## src/rtl/pipeline_ctrl_n_pkg.sv

```systemverilog
// Shared definitions for the pipeline controller: exception codes, handler
// vector defaults, FSM encoding and the redirect-target decode.
package pipeline_ctrl_n_pkg;

    localparam logic [31:0] EXC_NONE    = 32'h00000000;
    localparam logic [31:0] EXC_INT     = 32'h00000001;
    localparam logic [31:0] EXC_SYSCALL = 32'h00000008;
    localparam logic [31:0] EXC_RI      = 32'h0000000A;
    localparam logic [31:0] EXC_OV      = 32'h0000000C;
    localparam logic [31:0] EXC_TRAP    = 32'h0000000D;
    localparam logic [31:0] EXC_ERET    = 32'h0000000E;

    localparam logic [31:0] INT_VEC_DEF = 32'h00000020;
    localparam logic [31:0] EXC_VEC_DEF = 32'h00000040;

    typedef enum logic {
        ST_IDLE  = 1'b0,
        ST_FLUSH = 1'b1
    } state_t;

    // Interrupts and ERET have dedicated targets; every other nonzero code
    // (syscall, reserved instruction, overflow, trap, unknown) is general.
    function automatic logic [31:0] decode_target(
        input logic [31:0] code,
        input logic [31:0] epc,
        input logic [31:0] int_vec,
        input logic [31:0] exc_vec
    );
        logic [31:0] target;
        case (code)
            EXC_INT:  target = int_vec;
            EXC_ERET: target = epc;
            default:  target = exc_vec;
        endcase
        return target;
    endfunction

endpackage

```

## src/rtl/pipeline_ctrl_n_stall_vec_gen.sv

```systemverilog
// Combinational priority encoder: freezes every stage from the highest
// requesting stage (at least MIN_STALL) down to the PC stage.
module stall_vec_gen #(
    parameter int NSTAGE    = 6,
    parameter int MIN_STALL = 2
) (
    input  logic [NSTAGE-1:0] stallreq,
    output logic [NSTAGE-1:0] stall_vec
);

    logic any_req;

    assign any_req = |stallreq;

    genvar gi;
    generate
        for (gi = 0; gi < NSTAGE; gi++) begin : g_bit
            // A stage freezes if it or any later stage requests, or if it lies
            // inside the minimum frozen window while any request is present.
            assign stall_vec[gi] = (|stallreq[NSTAGE-1:gi]) |
                                   ((gi <= MIN_STALL) & any_req);
        end
    endgenerate

endmodule

```

## src/rtl/pipeline_ctrl_n.sv

```systemverilog
// Pipeline hazard/exception controller: zero-latency stall vector, multi-cycle
// flush with PC redirect, stall watchdog and saturating stall counter.
module pipeline_ctrl_n
    import pipeline_ctrl_n_pkg::*;
#(
    parameter int          NSTAGE    = 6,
    parameter int          MIN_STALL = 2,
    parameter int          FLUSH_CYC = 1,
    parameter logic [31:0] INT_VEC   = INT_VEC_DEF,
    parameter logic [31:0] EXC_VEC   = EXC_VEC_DEF,
    parameter int          WDOG_MAX  = 255,
    parameter int          CNT_W     = 16
) (
    input  logic              clk,
    input  logic              rst,
    input  logic [NSTAGE-1:0] stallreq_i,
    input  logic [31:0]       excepttype_i,
    input  logic [31:0]       cp0_epc_i,
    input  logic              timeout_clr_i,
    output logic [NSTAGE-1:0] stall_o,
    output logic              flush_o,
    output logic [31:0]       new_pc_o,
    output logic              stall_timeout_o,
    output logic [CNT_W-1:0]  stall_cnt_o
);

    localparam int RUN_W = $clog2(WDOG_MAX + 1);
    localparam logic [RUN_W-1:0] WDOG_LIM = RUN_W'(WDOG_MAX);

    state_t            state_reg, state_next;
    logic [3:0]        fcnt_reg, fcnt_next;
    logic [31:0]       pc_reg, pc_next;
    logic [RUN_W-1:0]  run_reg, run_next;
    logic              timeout_reg, timeout_next;
    logic [CNT_W-1:0]  cnt_reg, cnt_next;

    logic [NSTAGE-1:0] stall_vec;
    logic [NSTAGE-1:0] stall_int;
    logic              flush_int;
    logic [31:0]       new_pc_int;
    logic [31:0]       target;
    logic              stalled;
    logic              new_timeout;

    stall_vec_gen #(
        .NSTAGE   (NSTAGE),
        .MIN_STALL(MIN_STALL)
    ) u_stall_vec_gen (
        .stallreq (stallreq_i),
        .stall_vec(stall_vec)
    );

    assign target = decode_target(excepttype_i, cp0_epc_i, INT_VEC, EXC_VEC);

    always_ff @(posedge clk or posedge rst) begin
        if (rst) begin
            state_reg   <= ST_IDLE;
            fcnt_reg    <= '0;
            pc_reg      <= '0;
            run_reg     <= '0;
            timeout_reg <= 1'b0;
            cnt_reg     <= '0;
        end else begin
            state_reg   <= state_next;
            fcnt_reg    <= fcnt_next;
            pc_reg      <= pc_next;
            run_reg     <= run_next;
            timeout_reg <= timeout_next;
            cnt_reg     <= cnt_next;
        end
    end

    always_comb begin
        state_next = state_reg;
        fcnt_next  = fcnt_reg;
        pc_next    = pc_reg;
        stall_int  = '0;
        flush_int  = 1'b0;
        new_pc_int = '0;
        case (state_reg)
            ST_IDLE: begin
                if (excepttype_i != EXC_NONE) begin
                    flush_int  = 1'b1;
                    new_pc_int = target;
                    pc_next    = target;
                    if (FLUSH_CYC > 1) begin
                        state_next = ST_FLUSH;
                        fcnt_next  = 4'(FLUSH_CYC - 1);
                    end
                end else begin
                    stall_int = stall_vec;
                end
            end
            ST_FLUSH: begin
                // fcnt_reg holds the flush cycles still owed, this one included.
                flush_int  = 1'b1;
                new_pc_int = pc_reg;
                fcnt_next  = fcnt_reg - 4'd1;
                if (fcnt_reg <= 4'd1) begin
                    state_next = ST_IDLE;
                    fcnt_next  = '0;
                end
            end
            default: begin
                state_next = ST_IDLE;
                fcnt_next  = '0;
            end
        endcase
    end

    assign stalled     = |stall_int;
    assign new_timeout = stalled && (run_reg >= (WDOG_LIM - 1'b1));

    always_comb begin
        run_next     = run_reg;
        timeout_next = timeout_reg;
        cnt_next     = cnt_reg;

        if (flush_int || !stalled) begin
            run_next = '0;
        end else if (run_reg != WDOG_LIM) begin
            run_next = run_reg + 1'b1;
        end

        // A clear that lands on a fresh timeout wins and restarts the run.
        if (timeout_clr_i) begin
            timeout_next = 1'b0;
            if (new_timeout) begin
                run_next = '0;
            end
        end else if (new_timeout) begin
            timeout_next = 1'b1;
        end

        if (stalled && (cnt_reg != {CNT_W{1'b1}})) begin
            cnt_next = cnt_reg + 1'b1;
        end
    end

    assign stall_o         = rst ? '0 : stall_int;
    assign flush_o         = rst ? 1'b0 : flush_int;
    assign new_pc_o        = rst ? '0 : new_pc_int;
    assign stall_timeout_o = timeout_reg;
    assign stall_cnt_o     = cnt_reg;

endmodule

```

## config.mk

```make
export PLATFORM = sky130hd
export DESIGN_NAME = pipeline_ctrl_n
export DESIGN_NICKNAME = d
export VERILOG_FILES = /design/src/rtl/pipeline_ctrl_n_pkg.sv /design/src/rtl/pipeline_ctrl_n_stall_vec_gen.sv /design/src/rtl/pipeline_ctrl_n.sv
export SDC_FILE = /design/constraint.sdc
export NUM_CORES = 1
export LEC_CHECK = 0
export CAP_MARGIN = 0
export CORE_MARGIN = 8
export CORE_UTILIZATION = 44
export DETAILED_ROUTE_END_ITERATION = 8
export PLACE_DENSITY = 0.81
export SLEW_MARGIN = 5
export SYNTH_ARGS = -nofsm -noshare
export SYNTH_HDL_FRONTEND = slang
export SYNTH_SLANG_ARGS = --single-unit
export TNS_END_PERCENT = 5
```

## constraint.sdc

```tcl
create_clock -name clk -period 3.9 [get_ports clk]
set_clock_uncertainty 0.05 [all_clocks]
set_input_delay 0.78 -clock clk [delete_from_list [all_inputs] [get_ports clk]]
set_output_delay 0.78 -clock clk [all_outputs]
set_load 0.01 [all_outputs]
```

==> results of run 1 <==
[worst paths after layout]
| kind | startpoint | endpoint | slack [ps] | cells after the start |
|---|---|---|---|---|
| hold / removal | pc_reg[5] | pc_reg[5] | 440 | 2 |
| setup / recovery | excepttype_i[4] | stall_o[4] | 70 | 8 |
| min in group asynchronous | rst | stall_cnt_o[11] | 1140 | 3 |
| hold reg to reg | pc_reg[5] | pc_reg[5] | 440 | 2 |
| max in group asynchronous | rst | pc_reg[26] | 2160 | 3 |
| setup reg to reg | stall_cnt_o[4] | stall_cnt_o[13] | 1790 | 5 |
[power by group]
group / total [mW] / switching (mW) / internal (mW)
Combinational: 0.115 / 0.0428 / 0.0718
Clock: 0.570 / 0.260 / 0.310
Sequential: 0.643 / 0.000000000537 / 0.643
Total: 1.33 / 0.303 / 1.02
[kinds of logic after synthesis]
| family | after synthesis |
|---|---|
| adder cells (fa/ha/maj) | 5 |
| flip-flops | 62 |
| AO/OA/AOI/OAI | 80 |
| AND/OR/NAND/NOR | 126 |
| XOR/XNOR | 19 |
| multiplexers | 4 |
| buffers and inverters | 29 |
[per-layer routing]
metal	vias up	global-route usage, %	wire (µm)
met3	20	4.192	580
met4	0	9.393	279
met1	1590	24.24	4223
li1	1489	-	-
met2	122	33.81	5323
met5	-	0	0
[critical path, stage by stage]
cell             delay, ps
clkdlybuf4s50_1        430
nor4_2                 310
nand4_1                220
or2_4                  310
nor4_2                 140
buf_4                  170
o21a_1                 120
clkdlybuf4s50_1        530
[through the flow]
stage	setup TNS [ps]	instance area [µm²]	hold slack, ps	total power, mW
after floorplan	0	3212	388.6	0.6769
after global placement	-5065	4723	399.5	0.7668
after detailed placement	-9316	4723	434.0	0.7689
after CTS	0	4954	444.1	1.332
after global routing	-51.11	4888	465.7	1.374
final	0	4888	437.7	1.328
[area by class of cell]
type,instances,area (µm²)
clock buffers,10,137.6
clock inverters,6,61.31
fillers,552,2287
inverters,7,26.28
multi-input cells,234,1592
flip-flops and latches,62,1551
well taps,99,123.9
repair buffers,155,1396
[repair_timing]
| action | CTS | global route |
|---|---|---|
| pin swaps | 3 | 3 |
| buffers inserted | 1 | 1 |
| gates resized for setup | 42 | 59 |
| cloned | 2 | 0 |
| endpoints found under the setup margin | 38 | 33 |
[cell usage in the layout (no fill, tap or decap), drive strengths merged, types with 2 or more instances in the layout]
cell           Yosys  final
o21ai              3      3
clkbuf            18     35
xnor2             10     10
or2                2      2
o31ai              2      2
nand2b             2      2
mux2               2      2
dlygate4sd2        0      5
ha                 5      5
a22oi             31     31
xor2               9      9
and2               2      2
inv                7      7
a211oi             2      2
nor4              18     18
nor3               6      6
dfrtp             62     62
clkinv             0      4
nand3             10     10
buf                4     26
mux2i              2      2
nor2b              3      3
nor2              47     47
dlymetal6s2s       0      2
and3               3      3
clkdlybuf4s15      0      6
a21oi              5      5
nand2             17     17
a31oi              2      2
a22o              30     30
clkdlybuf4s50      0     91
or3                2      2
nand4              9      9
o21a               2      2
==> results.json, run 1 <==
{
  "gp_congestion": 0.8513,
  "place_inst": 553,
  "numClockSinks": 62,
  "holdBufCountCts": 0,
  "routed_wirelength_mm": 10.41,
  "fin_util_pct": 68.13,
  "ys_async_sr_fraction_pct": 100.0,
  "slew_headroom_pct": 48.69,
  "crit_required_ps": 3070,
  "cellLeakagePower_nw": 2.176,
  "drc": 0,
  "ant_nets": 0,
  "cts_root_buf": "clkbuf_8",
  "start_util_pct": 44.76,
  "grt_max_degree": 63,
  "grt_pass1_vias": 3300,
  "ys_ff_latch": 62,
  "seq_area_frac_synth_pct": 48.31,
  "synth-edff-count": 0,
  "hold_class": "flop to flop",
  "max_freq_mhz": 261.1,
  "synth_simple_gate_area_share_pct": 20.02,
  "grt_use_total_pct": 20.17,
  "yosysUniqueCellTypes": 43,
  "drtPass1Iterations": 4,
  "row_count": 31,
  "antenna_cells": 0,
  "arrival_ps": 3000,
  "critPathLaunchType": "input pin",
  "die_x_um": 101.4,
  "via_per_inst": 5.621,
  "yosysMostFrequentCell": "dfrtp_1",
  "synth_top_family_by_area": "simple AND/OR/NAND/NOR gates",
  "synth_top_area_share_pct": 48.31,
  "powerDensity_nw_per_um2": 271.6,
  "layout.nets": 547,
  "synth_compound_area_share_pct": 19.36,
  "syn_nets": 403,
  "clock_tree.buffer_depth": 2,
  "fin_crit_ps": 3830,
  "die_y_um": 101.4,
  "yosys_warnings": 0,
  "yosysTopAreaCell": "dfrtp_1",
  "finalNonFillerCells": 573,
  "path_clk_slew_ps": 70,
  "grt_overflow": 0,
  "cp_max_fo": 5,
  "die-area_um2": 10290,
  "numPortBuffers": 128,
  "pre_cts_slack_ps": -303.4,
  "grt_pass1_wl_mm": 16.41,
  "cp-end-kind": "output pin",
  "synthTopCellsByArea": "dfrtp_1 48%, a22o_1 8.2%, a22oi_1 7.2%",
  "vias": 3221,
  "synth_common_cells": "62 x dfrtp_1, 47 x nor2_1, 31 x a22oi_1, 30 x a22o_1, 18 x clkbuf_1",
  "cts_buffers": 9,
  "io_pins": 129,
  "path_class": "input pin to output pin",
  "netlist_area_um2": 3212,
  "drive_gt1_share_pct": 17.09,
  "synth_mux_area_share_pct": 1.441,
  "antenna_found_initial": 0,
  "area_growth_pct": 52.20,
  "synth_fa_ha_area_share_pct": 1.948,
  "period_share_pct": 98.21,
  "synth_cells": 325,
  "cts_tree": "yes",
  "dp_hpwl_mm": 7.458,
  "peakVddDrop_v": 0.0001658,
  "wl_per_cell_um": 18.16,
  "setup_viol": 0,
  "yosys_most_used_dff": "dfrtp_1",
  "drv_cap": 0,
  "insertion_delay_ps": 340,
  "setup_ws_ps": 69.68,
  "tightest_slew_ps": 769.6,
  "fp.coreArea_um2": 7176,
  "synth_xor_xnor_area_share_pct": 5.181,
  "status": "finished clean",
  "drtIter0Drc": 184,
  "finalMaxSlewViolations": 0,
  "syn_area_per_cell_um2": 9.883,
  "rsz0062_at_grt": "yes",
  "hold_viol_final": 0,
  "largest_reg_flops": 32,
  "htreeDepth": 3
}
Power figures use the tool's default switching activity.
==> inputs of run 2 (changes only) <==
--- a/config.mk
+++ b/config.mk
@@ -11,2 +11,3 @@
 export DETAILED_ROUTE_END_ITERATION = 8
+export MAX_ROUTING_LAYER = met4
 export PLACE_DENSITY = 0.81
==> constraint.sdc (replaced) <==
create_clock -name clk -period 3.9 [get_ports clk]
set_clock_uncertainty 0.05 [all_clocks]
set_input_delay 0.975 -clock clk [delete_from_list [all_inputs] [get_ports clk]]
set_output_delay 0.975 -clock clk [all_outputs]
set_load 0.01 [all_outputs]
==> results.json, run 2 (synthesis gave the netlist of run 1 again) <==
{
  "status": "finished clean",
  "powerDensity_nw_per_um2": 255.4,
  "tightest_slew_ps": 773.3,
  "drtPass1Iterations": 4,
  "clock_tree.buffer_depth": 2,
  "cp-end-kind": "output pin",
  "fp.coreArea_um2": 7176,
  "die_y_um": 101.4,
  "place_inst": 560,
  "drtIter0Drc": 141,
  "path_class": "input pin to output pin",
  "holdBufCountCts": 0,
  "gp_congestion": 0.8209,
  "fin_crit_ps": 3874,
  "mostFrequentLayoutCell": "dfrtp_1",
  "path_clk_slew_ps": 60,
  "fin_util_pct": 70.24,
  "final_cell_mix": "62 x dfrtp_1, 61 x clkdlybuf4s50_1, 46 x nor2_1, 32 x buf_4",
  "reg2reg_depth": 7,
  "rsz0062_at_grt": "yes",
  "hold_class": "flop to flop",
  "numPortBuffers": 128,
  "area_growth_pct": 56.91,
  "drive_gt1_share_pct": 26.02,
  "max_freq_mhz": 258.2,
  "vias": 3312,
  "hold_viol_final": 0,
  "numClockSinks": 62,
  "cp_max_fo": 3,
  "cts_root_buf": "clkbuf_8",
  "grt_pass1_wl_mm": 16.99,
  "slew_headroom_pct": 48.44,
  "holdPathEnd": "pc_reg[5]",
  "peakVddDrop_v": 0.0001613,
  "period_share_pct": 99.32,
  "layout.nets": 561,
  "timing.hold.ws_ps": 429.0,
  "r2r-start": "state_reg",
  "grt_max_degree": 63,
  "io_pins": 129,
  "drc": 0,
  "seq_area_um2": 1551,
  "grt_overflow": 0,
  "finalNonFillerCells": 587,
  "cts_buffers": 9,
  "worstHoldStart": "pc_reg[5]",
  "arrival_ps": 2850,
  "multi_input_area_um2": 1644,
  "p_total_mw": 1.287,
  "critPathLaunchType": "input pin",
  "start_util_pct": 44.76,
  "hold_depth": 2,
  "cellLeakagePower_nw": 2.348,
  "die-area_um2": 10290,
  "ant_nets": 0,
  "insertion_delay_ps": 350,
  "setup_viol": 0,
  "rrSetupSlack_ps": 1750,
  "grt_pass1_vias": 3390,
  "antenna_cells": 0,
  "worstReg2RegEnd": "stall_cnt_o[1]",
  "drv_cap": 0,
  "grt_use_total_pct": 21.78,
  "die_x_um": 101.4,
  "wl_per_cell_um": 18.28,
  "crit_required_ps": 2870,
  "finalMaxSlewViolations": 0,
  "htreeDepth": 3,
  "via_per_inst": 5.642,
  "dp_hpwl_mm": 7.411,
  "row_count": 31,
  "largest_reg_flops": 32,
  "antenna_found_initial": 0,
  "fillers": 565,
  "routed_wirelength_mm": 10.73,
  "cts_tree": "yes"
}
## run 2: changes by cell type in the layout (fill, tap and decap cells not counted), sizes merged, moves of 2 or more
cell | previous run | this run
clkbuf | 35 | 27
dlymetal6s2s | 2 | 8
clkdlybuf4s50 | 91 | 61
dlygate4sd2 | 5 | 8
clkinv | 4 | 2
buf | 26 | 71
## run 2: worst max-delay path, stage by stage
cell and delay (ps):
clkdlybuf4s50_1 450, or4_4 560, buf_4 170, buf_4 140, a211oi_1 200, nor3_1 90
clkdlybuf4s15_1 280
## run 2: timing repair
item,4_1_cts,5_1_grt
setup endpoints to repair,39,39
setup buffers,6,1
resized for setup,165,52
pin swaps,16,16
cloned,4,0
## run 2: worst max path at each step
| stage | slack, ps | endpoint | depth (start not counted) | startpoint |
|---|---|---|---|---|
| floorplan | 250 | new_pc_o[21] | 6 | excepttype_i[14] |
| global placement | -610 | new_pc_o[16] | 10 | excepttype_i[6] |
| detailed placement | -640 | new_pc_o[27] | 10 | excepttype_i[6] |
| CTS | -120 | new_pc_o[27] | 11 | excepttype_i[20] |
| global route | -70 | new_pc_o[6] | 7 | excepttype_i[0] |
| finish | 30 | new_pc_o[6] | 7 | excepttype_i[0] |
## run 2: metrics by stage
stage | area [µm²] | setup WS (ps) | TNS, ps
CTS | 5004 | -115.7 | -2005
floorplan | 3216 | 253.2 | 0
finish | 5040 | 26.34 | 0
global route | 5040 | -74.12 | -154.6
global placement | 4792 | -609.6 | -21000
detailed placement | 4792 | -643.8 | -21230
## run 2: area by class of cell
type	count	share of cell area, %
Multi-Input combinational cell	234	32.62
Sequential cell	62	30.78
Timing Repair Buffer	169	29.84
Clock buffer	13	3.352
Tap cell	99	2.458
Inverter	7	0.5958
Clock inverter	3	0.3476
## run 2: power by group
part	switching (mW)	total, mW	internal [mW]	leakage (nW)
Sequential	0.000000000554	0.643	0.643	0.861
Clock	0.254	0.534	0.281	0.0954
Combinational	0.0468	0.110	0.0631	1.39
Total	0.300	1.29	0.987	2.35
## run 2: per-layer routing
metal	track usage, %	wire, µm	vias up	part of all wire [%]
li1	-	-	1528	-
met4	9.851	270	0	2.5
met1	25.16	4239	1614	40
met3	5.017	768	19	7.2
met5	-	0	-	0
met2	35.32	5452	151	51
==> inputs of run 3 (changes only) <==
Settings changed: CTS_CLUSTER_SIZE from default to 8.
==> results of run 3 <==
No change in the layout: final DEF, timing and power equal those of run 2.
